--- config.mk ---
export PLATFORM = sky130hd
export DESIGN_NAME = uart_tx_arbiter
export DESIGN_NICKNAME = d
export VERILOG_FILES = /design/src/rtl/uart_tx_arbiter.sv
export SDC_FILE = /design/constraint.sdc
export NUM_CORES = 1
export LEC_CHECK = 0
export CAP_MARGIN = 5
export CORE_MARGIN = 2
export CORE_UTILIZATION = 40
export DETAILED_ROUTE_END_ITERATION = 10
export MAX_ROUTING_LAYER = met4
export PLACE_DENSITY_LB_ADDON = 0.2
export SYNTH_ARGS = -nofsm -noshare
export SYNTH_HDL_FRONTEND = slang
export SYNTH_SLANG_ARGS = --single-unit
--- constraint.sdc ---
create_clock -name i_clk -period 1.9 [get_ports i_clk]
set_input_delay 0.285 -clock i_clk [delete_from_list [all_inputs] [get_ports i_clk]]
set_output_delay 0.285 -clock i_clk [all_outputs]
set_load 0.03 [all_outputs]
--- src/rtl/uart_tx_arbiter.sv ---
// Round-robin arbiter that hands one character at a time from NUM_REQ requesters
// to a UART transmitter, with a watchdog on transmitter completion.
module uart_tx_arbiter #(
  parameter int SIZE_DATA = 8,
  parameter int NUM_REQ   = 4,
  parameter int TIMEOUT   = 200000
) (
  input  logic                           i_clk,
  input  logic                           i_rst,
  input  logic [NUM_REQ-1:0]             i_req,
  input  logic [NUM_REQ*SIZE_DATA-1:0]   i_data,
  output logic [NUM_REQ-1:0]             o_ack,
  output logic                           o_tx_en,
  output logic                           o_fifo_empty,
  output logic [SIZE_DATA-1:0]           o_tx_data,
  input  logic                           i_tx_done,
  output logic [$clog2(NUM_REQ)-1:0]     o_grant_id,
  output logic                           o_busy,
  output logic                           o_timeout
);

  localparam int              ID_W    = $clog2(NUM_REQ);
  localparam logic [ID_W:0]   NREQ    = (ID_W+1)'(NUM_REQ);
  localparam logic [ID_W-1:0] LAST_ID = ID_W'(NUM_REQ - 1);
  localparam logic [31:0]     WD_LAST = 32'(TIMEOUT - 1);

  typedef enum logic [1:0] {
    IDLE = 2'd0,
    SEND = 2'd1,
    GAP  = 2'd2
  } state_t;

  state_t          state;
  logic [ID_W-1:0] ptr;
  logic [31:0]     wdog;

  logic [ID_W-1:0] winner;
  logic [ID_W-1:0] next_ptr;
  logic            found;
  logic [ID_W:0]   raw;
  logic [ID_W:0]   idx;
  logic            hit;

  // First requesting index at or above the priority pointer, wrapping modulo NUM_REQ.
  always_comb begin
    winner = '0;
    found  = 1'b0;
    raw    = '0;
    idx    = '0;
    hit    = 1'b0;
    for (int i = 0; i < NUM_REQ; i++) begin
      raw    = {1'b0, ptr} + (ID_W+1)'(i);
      idx    = (raw >= NREQ) ? (raw - NREQ) : raw;
      hit    = !found && i_req[idx[ID_W-1:0]];
      winner = hit ? idx[ID_W-1:0] : winner;
      found  = found | hit;
    end
    next_ptr = (winner == LAST_ID) ? '0 : (winner + ID_W'(1));
  end

  // Arbitration FSM; every output is a register updated here.
  always_ff @(posedge i_clk or posedge i_rst) begin
    if (i_rst) begin
      state        <= IDLE;
      ptr          <= '0;
      wdog         <= 32'd0;
      o_ack        <= '0;
      o_tx_en      <= 1'b0;
      o_fifo_empty <= 1'b1;
      o_tx_data    <= '0;
      o_grant_id   <= '0;
      o_busy       <= 1'b0;
      o_timeout    <= 1'b0;
    end else begin
      o_ack     <= '0;
      o_timeout <= 1'b0;
      case (state)
        IDLE: begin
          if (found) begin
            state        <= SEND;
            ptr          <= next_ptr;
            wdog         <= 32'd0;
            o_ack        <= NUM_REQ'(1) << winner;
            o_grant_id   <= winner;
            o_tx_data    <= i_data[winner*SIZE_DATA +: SIZE_DATA];
            o_fifo_empty <= 1'b0;
            o_tx_en      <= 1'b1;
            o_busy       <= 1'b1;
          end
        end
        SEND: begin
          // A done pulse on the terminal watchdog cycle still counts as completion.
          if (i_tx_done) begin
            o_fifo_empty <= 1'b1;
            o_tx_en      <= 1'b0;
            state        <= GAP;
          end else if (wdog == WD_LAST) begin
            o_timeout    <= 1'b1;
            o_fifo_empty <= 1'b1;
            o_tx_en      <= 1'b0;
            state        <= GAP;
          end else begin
            wdog <= wdog + 32'd1;
          end
        end
        GAP: begin
          state  <= IDLE;
          o_busy <= 1'b0;
        end
        default: begin
          state        <= IDLE;
          o_busy       <= 1'b0;
          o_tx_en      <= 1'b0;
          o_fifo_empty <= 1'b1;
        end
      endcase
    end
  end

endmodule

==> reports/metrics.yaml <==
route:
  totalWireLength_um: 7640
  dr.pass1.iters: 4
  drc: 0
  ant_nets: 0
  wl_met3_um: 246
  top_layer: "met4"
  via_count: 2763
  drt_iter0_markers: 79
  wl_per_cell_um: 15.2
  via_per_inst: 5.48
  met1_length_um: 3580
  met2_wirelength_um: 3660
logic_synthesis:
  synth_fa_ha_area_share_pct: 0.851
  synth-edff-count: 0
  synthMuxAreaShare_pct: 4.77
  syn-num-nets: 340
  synthesis.area_mm2: 0.00294
  synthArstFlopShare_pct: 100
  yosys.area_share.simple_pct: 27.0
  ys_ff_latch: 54
  synth_xor_area_share_pct: 3.28
  synthDistinctLibCells: 47
  synth_area_per_cell_um2: 9.83
  ys_seq_area_share_pct: 46.0
  synth_ff_type: "dfrtp_1"
  synth_compound_area_share_pct: 13.9
  yosysWarnings: 0
  syn_inst: 299
  synth_top_family_by_area: "simple AND/OR/NAND/NOR gates"
global_route:
  grt_usage_pct: 19.9
  grt_pass1_vias: 2645
  antenna_found_initial: 0
  grt_overflow_total: 0
  grt_pass1_wl_um: 12900
  grt_max_degree: 55
clocking:
  cts-root-buf: "clkbuf_8"
  clock-sinks: 54
  htree_num_levels: 2
  clk_latency_ns: 0.32
  cts_made_buffers: 5
  postCtsHoldBufs: 0
  cts_tree: "yes"
  clk_path_buf_depth: 2
  path_clk_slew_ns: 0.11
floorplan:
  io_pins: 57
  design.die.area_mm2: 0.00805
  core_mm2: 0.00718
  initial_core_util_pct: 41.0
  die_h_um: 89.7
  num_rows: 31
  die_width_um: 89.7
cells_and_area:
  diodes: 0
  stdcell_count: 504
  utilization_pct: 58.9
  area_growth_pct: 43.8
  final_nets: 445
  final_area_mm2: 0.00423
  final_common_cell: "clkdlybuf4s50_1"
  layout-drive-gt1-share_pct: 23.5
  layout_common_cells: "56 x clkdlybuf4s50_1, 52 x dfrtp_1, 52 x buf_4, 29 x nand2_1"
critical_path:
  startpoint_type: "flop"
  crit_type: "flop to flop"
  cp.required_ns: 2.15
  crit_arrival_ns: 2.09
  crit_fanout: 9
  crit_path_end_kind: "flop"
run_status:
  outcome: "finished, final reports clean"
sta:
  setup_violations: 0
  fin_skew_ns: 0.0144
  worst_pin_slew_ns: 0.391
  finalCritPeriodShare_pct: 96.7
  max-slew-margin-rel_pct: 73.9
  report.final.slew_viol_count: 0
  hold_viol: 0
  max_freq_mhz: 544
  fin_setup_tns_ns: 0
  fin_crit_ns: 1.84
  rsz0062_at_grt: "true"
place:
  post_dp_cell_area_mm2: 0.00397
  placed_cells: 490
  portBuffers: 56
  gp_congestion: 0.827
  dp_hpwl_um: 5310
flow_run:
  maxCapViolCount: 0
power:
  p_per_area_mw_per_mm2: 1050
  irDropWorstVdd_v: 0.000680
  cellLeakagePower_nw: 1.84
hold_path:
  hp-class: "input port to async pin"
worst paths after layout:
kind                          from      endpoint  slack, ns  cells past startpoint
setup / recovery           wdog[6]      wdog[16]       0.06                      6
min in group i_clk         wdog[5]       wdog[5]       0.48                      1
hold reg to reg            wdog[5]       wdog[5]       0.48                      1
setup reg to reg           wdog[6]      wdog[16]       0.06                      6
max in group asynchronous    i_rst  o_fifo_empty       1.28                      3
hold / removal               i_rst      wdog[18]       0.32                      3
power by group:
group,internal [W],total (W),switching [W]
clock network,0.000261,0.000669,0.000408
logic,0.000969,0.00222,0.00125
registers,0.00138,0.00154,0.000156
total,0.00261,0.00442,0.00181
flip-flops by register name (all words and copies together) (netlist names):
| name | count |
|---|---|
| o_grant_id | 2 |
| o_fifo_empty | 1 |
| o_tx_data | 8 |
| ptr | 2 |
| o_timeout | 1 |
| o_ack | 4 |
| o_busy | 1 |
| state | 2 |
| o_tx_en | 1 |
| wdog | 32 |
through the flow:
| stage | power, W | hold WS [ns] | setup slack (ns) |
|---|---|---|---|
| after floorplan | 0.00278 | 0.440 | 0.117 |
| after global placement | 0.00365 | 0.459 | -0.214 |
| after detailed placement | 0.00369 | 0.468 | -0.295 |
| after CTS | 0.00438 | 0.336 | 0.0101 |
| after global routing | 0.00470 | 0.356 | -0.0621 |
| final | 0.00442 | 0.315 | 0.0628 |
Yosys cell counts, types with 9 or more instances:
cell type / count / area share (%)
and2_1: 10 / 2.1
o211ai_1: 11 / 2.8
nand4_1: 11 / 2.3
nor2_1: 14 / 1.8
a21oi_1: 12 / 2.0
nand2_1: 30 / 3.8
mux2i_1: 14 / 4.8
xnor2_1: 11 / 3.3
dfrtp_1: 53 / 45
o31ai_1: 9 / 2.3
nor3_1: 11 / 1.9
nand3_1: 13 / 2.2
final cells by class:
cell class | count | area (µm²)
Clock buffer | 5 | 68.8
Clock inverter | 3 | 18.8
Fill cell | 626 | 2950
Inverter | 9 | 33.8
Multi-Input combinational cell | 220 | 1590
Sequential cell | 54 | 1350
Tap cell | 99 | 124
Timing Repair Buffer | 113 | 1030
Timing Repair inverter | 1 | 7.51
cell families after synthesis:
kind of cell | count (synthesis)
buffers and inverters | 25
XOR/XNOR | 11
flip-flops | 54
AND/OR/NAND/NOR | 135
AO/OA/AOI/OAI | 58
adder cells (fa/ha/maj) | 2
multiplexers | 14
routing by layer:
metal  vias up  global-route usage, %
met1      1370                   26.9
met2        56                   31.3
met4         0                   5.38
met3        10                   3.60
li1       1327                      -
met5         -                      -
critical path, stage by stage (launching register included):
cell,delay (ns)
dfrtp_1,0.38
buf_4,0.14
and4_1,0.25
nand4_1,0.17
buf_12,0.17
or4_1,0.49
a21oi_1,0.16
timing repair:
item	CTS	global route
endpoints found under the hold margin	0	0
resized for setup	2	20
setup buffers	3	2
pin swaps	1	5
endpoints found under the setup margin	3	33
cloned	0	1
Power figures use the tool's default switching activity.
